File: config.mk
export PLATFORM = sky130hd
export DESIGN_NAME = demux_1to4_sched
export DESIGN_NICKNAME = d
export VERILOG_FILES = /design/src/rtl/demux_1to4_sched.sv
export SDC_FILE = /design/constraint.sdc
export NUM_CORES = 1
export LEC_CHECK = 0
export ABC_AREA = 1
export BUFFER_PORTS_ARGS = -buffer_cell sky130_fd_sc_hd__buf_2
export CORE_MARGIN = 3
export CORE_UTILIZATION = 30
export DETAILED_ROUTE_END_ITERATION = 6
export PLACE_DENSITY_LB_ADDON = 0.08
export SKIP_LAST_GASP = 1
export SYNTH_ARGS = -nofsm -noshare
export SYNTH_HDL_FRONTEND = slang
export SYNTH_SLANG_ARGS = --single-unit
File: constraint.sdc
create_clock -name clk -period 1.4 [get_ports clk]
set_input_delay 0.28 -clock clk [delete_from_list [all_inputs] [get_ports clk]]
set_output_delay 0.28 -clock clk [all_outputs]
set_load 0.02 [all_outputs]
File: src/rtl/demux_1to4_sched.sv
// rtl/demux_1to4_sched.sv - 1-to-4 demux scheduler with per-channel one-deep output registers
//
// Purpose:
//   Distributes words from a single valid/ready producer onto four independent
//   channels.
//   - mode=0 (round-robin): a pointer selects the channel in strict order.
//   - mode=1 (addressed): the per-word dest field selects the channel.
//   Each channel holds at most one word, so a stalled consumer blocks only its
//   own channel (or, in round-robin mode, the pointer while it sits on that
//   channel).
//
// Optional feature (macro DEMUX_SCHED_CNT_EN):
//   Adds the acc_cnt and stall_cnt ports and their counters.
//
// Ports:
//   clk        in   system clock, rising edge
//   rst_n      in   asynchronous active-low reset
//   in_data    in   [WIDTH] input word
//   in_valid   in   input word present
//   in_ready   out  word accepted this cycle when in_valid is also high
//   mode       in   0 = round-robin, 1 = addressed
//   dest       in   [2] target channel in addressed mode
//   o0..o3     out  [WIDTH] channel data, zero while the channel is empty
//   out_valid  out  [4] channel k holds a word
//   out_ready  in   [4] consumer k takes its word this cycle
//   cur_sel    out  [2] target channel this cycle (demux select)
//   busy       out  any channel holds a word
//   acc_cnt    out  [16] wrapping count of accepted words (DEMUX_SCHED_CNT_EN only)
//   stall_cnt  out  [16] saturating count of stalled input cycles (DEMUX_SCHED_CNT_EN only)
module demux_1to4_sched #(
  parameter int WIDTH = 8
) (
  input  logic             clk,
  input  logic             rst_n,
  input  logic [WIDTH-1:0] in_data,
  input  logic             in_valid,
  output logic             in_ready,
  input  logic             mode,
  input  logic [1:0]       dest,
  output logic [WIDTH-1:0] o0,
  output logic [WIDTH-1:0] o1,
  output logic [WIDTH-1:0] o2,
  output logic [WIDTH-1:0] o3,
  output logic [3:0]       out_valid,
  input  logic [3:0]       out_ready,
  output logic [1:0]       cur_sel,
  output logic             busy
`ifdef DEMUX_SCHED_CNT_EN
  ,
  output logic [15:0]      acc_cnt,
  output logic [15:0]      stall_cnt
`endif
);

  logic [1:0]       rr_ptr;
  logic [3:0]       vld;
  logic [WIDTH-1:0] data_q [4];

  logic [1:0]       tgt;
  logic             accept;
  logic [3:0]       fire;
  logic [3:0]       load;

  always_comb begin
    tgt = rr_ptr;
    if (mode) tgt = dest;
  end

  // A full channel that is draining this cycle still accepts, which gives
  // pass-through with no bubble.
  assign in_ready = ~vld[tgt] | out_ready[tgt];
  assign accept   = in_valid & in_ready;
  assign fire     = vld & out_ready;

  always_comb begin
    load = 4'b0000;
    if (accept) load[tgt] = 1'b1;
  end

  // Refill wins over drain, so a channel that fires and loads in the same
  // cycle stays valid.
  always_ff @(posedge clk or negedge rst_n) begin
    if (!rst_n) begin
      vld    <= 4'b0000;
      rr_ptr <= 2'd0;
    end else begin
      vld <= (vld & ~fire) | load;
      if (accept && !mode) rr_ptr <= rr_ptr + 2'd1;
    end
  end

  always_ff @(posedge clk or negedge rst_n) begin
    if (!rst_n) begin
      for (int k = 0; k < 4; k++) data_q[k] <= '0;
    end else begin
      for (int k = 0; k < 4; k++) begin
        if (load[k]) data_q[k] <= in_data;
      end
    end
  end

  // The select is forced to zero while reset is held, so it reads 0 even if
  // addressed mode is being driven.
  assign cur_sel   = rst_n ? tgt : 2'd0;
  assign out_valid = vld;
  assign busy      = |vld;
  assign o0        = vld[0] ? data_q[0] : '0;
  assign o1        = vld[1] ? data_q[1] : '0;
  assign o2        = vld[2] ? data_q[2] : '0;
  assign o3        = vld[3] ? data_q[3] : '0;

`ifdef DEMUX_SCHED_CNT_EN
  always_ff @(posedge clk or negedge rst_n) begin
    if (!rst_n) begin
      acc_cnt   <= 16'd0;
      stall_cnt <= 16'd0;
    end else begin
      if (accept) acc_cnt <= acc_cnt + 16'd1;
      if (in_valid && !in_ready && stall_cnt != 16'hFFFF) stall_cnt <= stall_cnt + 16'd1;
    end
  end
`endif

endmodule

==> impl_metrics.env <==
export IMPL_status="finished, violations left"
export IMPL_violations="setup timing"
export IMPL_fill_cells=635
export IMPL_syn_area_per_cell_sq_um=7.59
export IMPL_area_growth_pct=64.3
export IMPL_nNetsFinal=381
export IMPL_yosys_warnings=0
export IMPL_max_cap_violations=0
export IMPL_r2r_start="rr_ptr[0]"
export IMPL_synth_compound_area_share_pct=1.91
export IMPL_relSlewSlack_pct=65.6
export IMPL_grt_pass1_vias=1785
export IMPL_syn_num_nets=286
export IMPL_die_w_um=88.4
export IMPL_finalHoldViolCount=0
export IMPL_tightest_slew_ns=0.516
export IMPL_grt_overflow=0
export IMPL_clock_path_buffers=2
export IMPL_layout_drive_gt1_share_pct=54.0
export IMPL_path_buf_inv=1
export IMPL_vias_per_cell=4.70
export IMPL_vias=2069
export IMPL_clk_latency_ns=0.29
export IMPL_worstRegToRegCells=12
export IMPL_synthAdderAreaFrac_pct=0
export IMPL_min_period_ns=1.69
export IMPL_ys_ff_latch=38
export IMPL_crit_arrival_ns=1.41
export IMPL_drt_pass1_iter_count=4
export IMPL_post_route_drc_count=0
export IMPL_die_area_sq_mm=0.00781
export IMPL_yosysSeqAreaShare_pct=46.7
export IMPL_layout_commonest_cell="nand2_1"
export IMPL_syn_area_sq_mm=0.00203
export IMPL_rrSetupSlack_ns=-0.19
export IMPL_dp_hpwl_mm=4.11
export IMPL_crit_top_cell="nand2_4"
export IMPL_synth_cell_type_count=18
export IMPL_synth_xor_area_share_pct=0.431
export IMPL_drtIter0Drc=72
export IMPL_cp_start_kind="register"
export IMPL_numClockSinks=38
export IMPL_critPathMaxStageDelay_ns=0.42
export IMPL_critical_path_top_delay_family="simple AND/OR/NAND/NOR gates"
export IMPL_stdcell_area_sq_mm=0.00334
export IMPL_wl_mm=6.41
export IMPL_path_clk_slew_ns=0.07
export IMPL_grt_pass1_wl_mm=9.31
export IMPL_postPlaceCellArea_sq_mm=0.00253
export IMPL_fin_crit_sh_pct=121
export IMPL_hold_path_class="input port to asynchronous set/reset pin"
export IMPL_multiInputGateArea_sq_mm=0.00111
export IMPL_synth_simple_gate_area_share_pct=39.5
export IMPL_synth_top_family_by_area="simple AND/OR/NAND/NOR gates"
export IMPL_cts_hold_buffers=0
export IMPL_cts_tree="built"
export IMPL_setup_violations=43
export IMPL_gp_congestion=0.745
export IMPL_core_sq_mm=0.00646
export IMPL_antenna_cells=0
export IMPL_fmax_ghz=0.590
export IMPL_reg2reg_to="data_q[10]"
export IMPL_end_kind="output pin"
export IMPL_grt_start_max_net_pins=40
export IMPL_track_usage_pct=15.7
export IMPL_ios=58
export IMPL_path_max_fanout=6
export IMPL_antenna_found_initial=0
export IMPL_final_cell_mix="nand2_1 (70), nand2_2 (41), buf_6 (38)"
export IMPL_power_leakage_nw=1.88
export IMPL_numCtsBuffers=5
export IMPL_port_buffers=57
export IMPL_cts_root_buf="clkbuf_8"
export IMPL_htree_levels=2
export IMPL_drt_wirelength_per_cell_um=14.6
export IMPL_max_vdd_ir_drop_mv=0.695
export IMPL_finalMaxSlewViolations=0
export IMPL_synthCells=268
export IMPL_cp_slowest_cell="dfrtp_1"
export IMPL_rsz0062_at_grt="yes"
export IMPL_cp_required_ns=1.12
export IMPL_power_density_mw_per_mm2=1720
export IMPL_initial_core_util_pct=31.5
export IMPL_power_mw=5.76
export IMPL_register_area_sq_um=956
export IMPL_crit_chain="nand2_4 > nand2_4 > o21ai_2 > nand2_1 > nand2_4 > nand2_8 > buf_6"
export IMPL_ant_nets=0
export IMPL_rows=29
export IMPL_path_class="register to output pin"
export IMPL_clock_skew_ns=0.00525
export IMPL_synthMuxAreaShare_pct=0
export IMPL_die_y_um=88.4
export IMPL_timing_final_ws_setup_ns=-0.294
==> state kept, by name, summed over array words and instances (netlist names) <==
name and flops:
rr_ptr 2, data_q 32, out_valid 4
==> cell type report <==
type | count | share of cell area, %
timing repair buffer | 96 | 28.0
multi-input combinational | 178 | 33.2
tap | 77 | 2.88
inverter | 44 | 5.09
clock buffer | 7 | 2.28
sequential | 38 | 28.6
==> worst max path at each step <==
| stage | startpoint | to | slack, ns | depth (start not counted) |
|---|---|---|---|---|
| 6_report | rr_ptr[0] | in_ready | -0.29 | 7 |
| 5_1_grt | rr_ptr[0] | in_ready | -0.36 | 7 |
| 4_1_cts | rr_ptr[0] | in_ready | -0.27 | 9 |
| 3_5_place_dp | mode | data_q[1] | -0.19 | 13 |
| 3_3_place_gp | mode | data_q[2] | -0.18 | 13 |
| 2_1_floorplan | out_valid[1] | in_ready | 0.0002 | 7 |
==> per-stage QoR <==
stage / utilization, % / hold WS [ns] / instances / setup WS (ns) / TNS, ns
2_1_floorplan: - / -0.0156 / 268 / 0.000177 / 0
3_3_place_gp: 39.1 / 0.445 / 410 / -0.182 / -5.00
3_5_place_dp: 39.1 / 0.435 / 410 / -0.187 / -5.57
4_1_cts: 42.2 / 0.123 / 422 / -0.265 / -8.45
5_1_grt: 51.8 / 0.132 / 440 / -0.365 / -10.93
6_report: 51.8 / 0.0975 / 440 / -0.294 / -6.58
==> synthesized netlist by cell type (all sizes together) <==
master / number / area [sq um]
clkbuf: 6 / 22.5
buf: 6 / 45.0
dfrtp: 38 / 951
xor2: 1 / 8.76
nand4: 35 / 219
a21oi: 1 / 5.00
nand2: 120 / 478
nand3: 8 / 90.1
o21ai: 6 / 33.8
inv: 44 / 165
nor2: 3 / 16.3
==> kinds of logic (layout without fill, tap and decap cells) <==
kind of cell	after synthesis	count (layout)
AND/OR/NAND/NOR	166	170
buffers and inverters	56	147
AO/OA/AOI/OAI	7	7
XOR/XNOR	1	1
flip-flops	38	38
==> where the power goes <==
part / switching [mW] / leakage (nW) / internal [mW]
combinational: 1.57 / 1.37 / 1.42
sequential: 0.423 / 0.469 / 1.61
clock: 0.384 / 0.0383 / 0.343
total: 2.38 / 1.88 / 3.37
==> per-layer routing <==
layer	track usage, %	part of all wire, %	up-vias
met5	0	0	-
met4	3.71	1.9	0
met3	3.63	4.1	8
met2	24.0	46	45
met1	22.8	48	966
li1	-	-	1050
==> repair_timing <==
action / in CTS / in global routing
gates cloned: 1 / 9
endpoints found under the setup margin: 55 / 72
pin swaps: 3 / 10
buffers inserted: 4 / 10
resized for setup: 27 / 149
(Power assumes the default switching activity.)
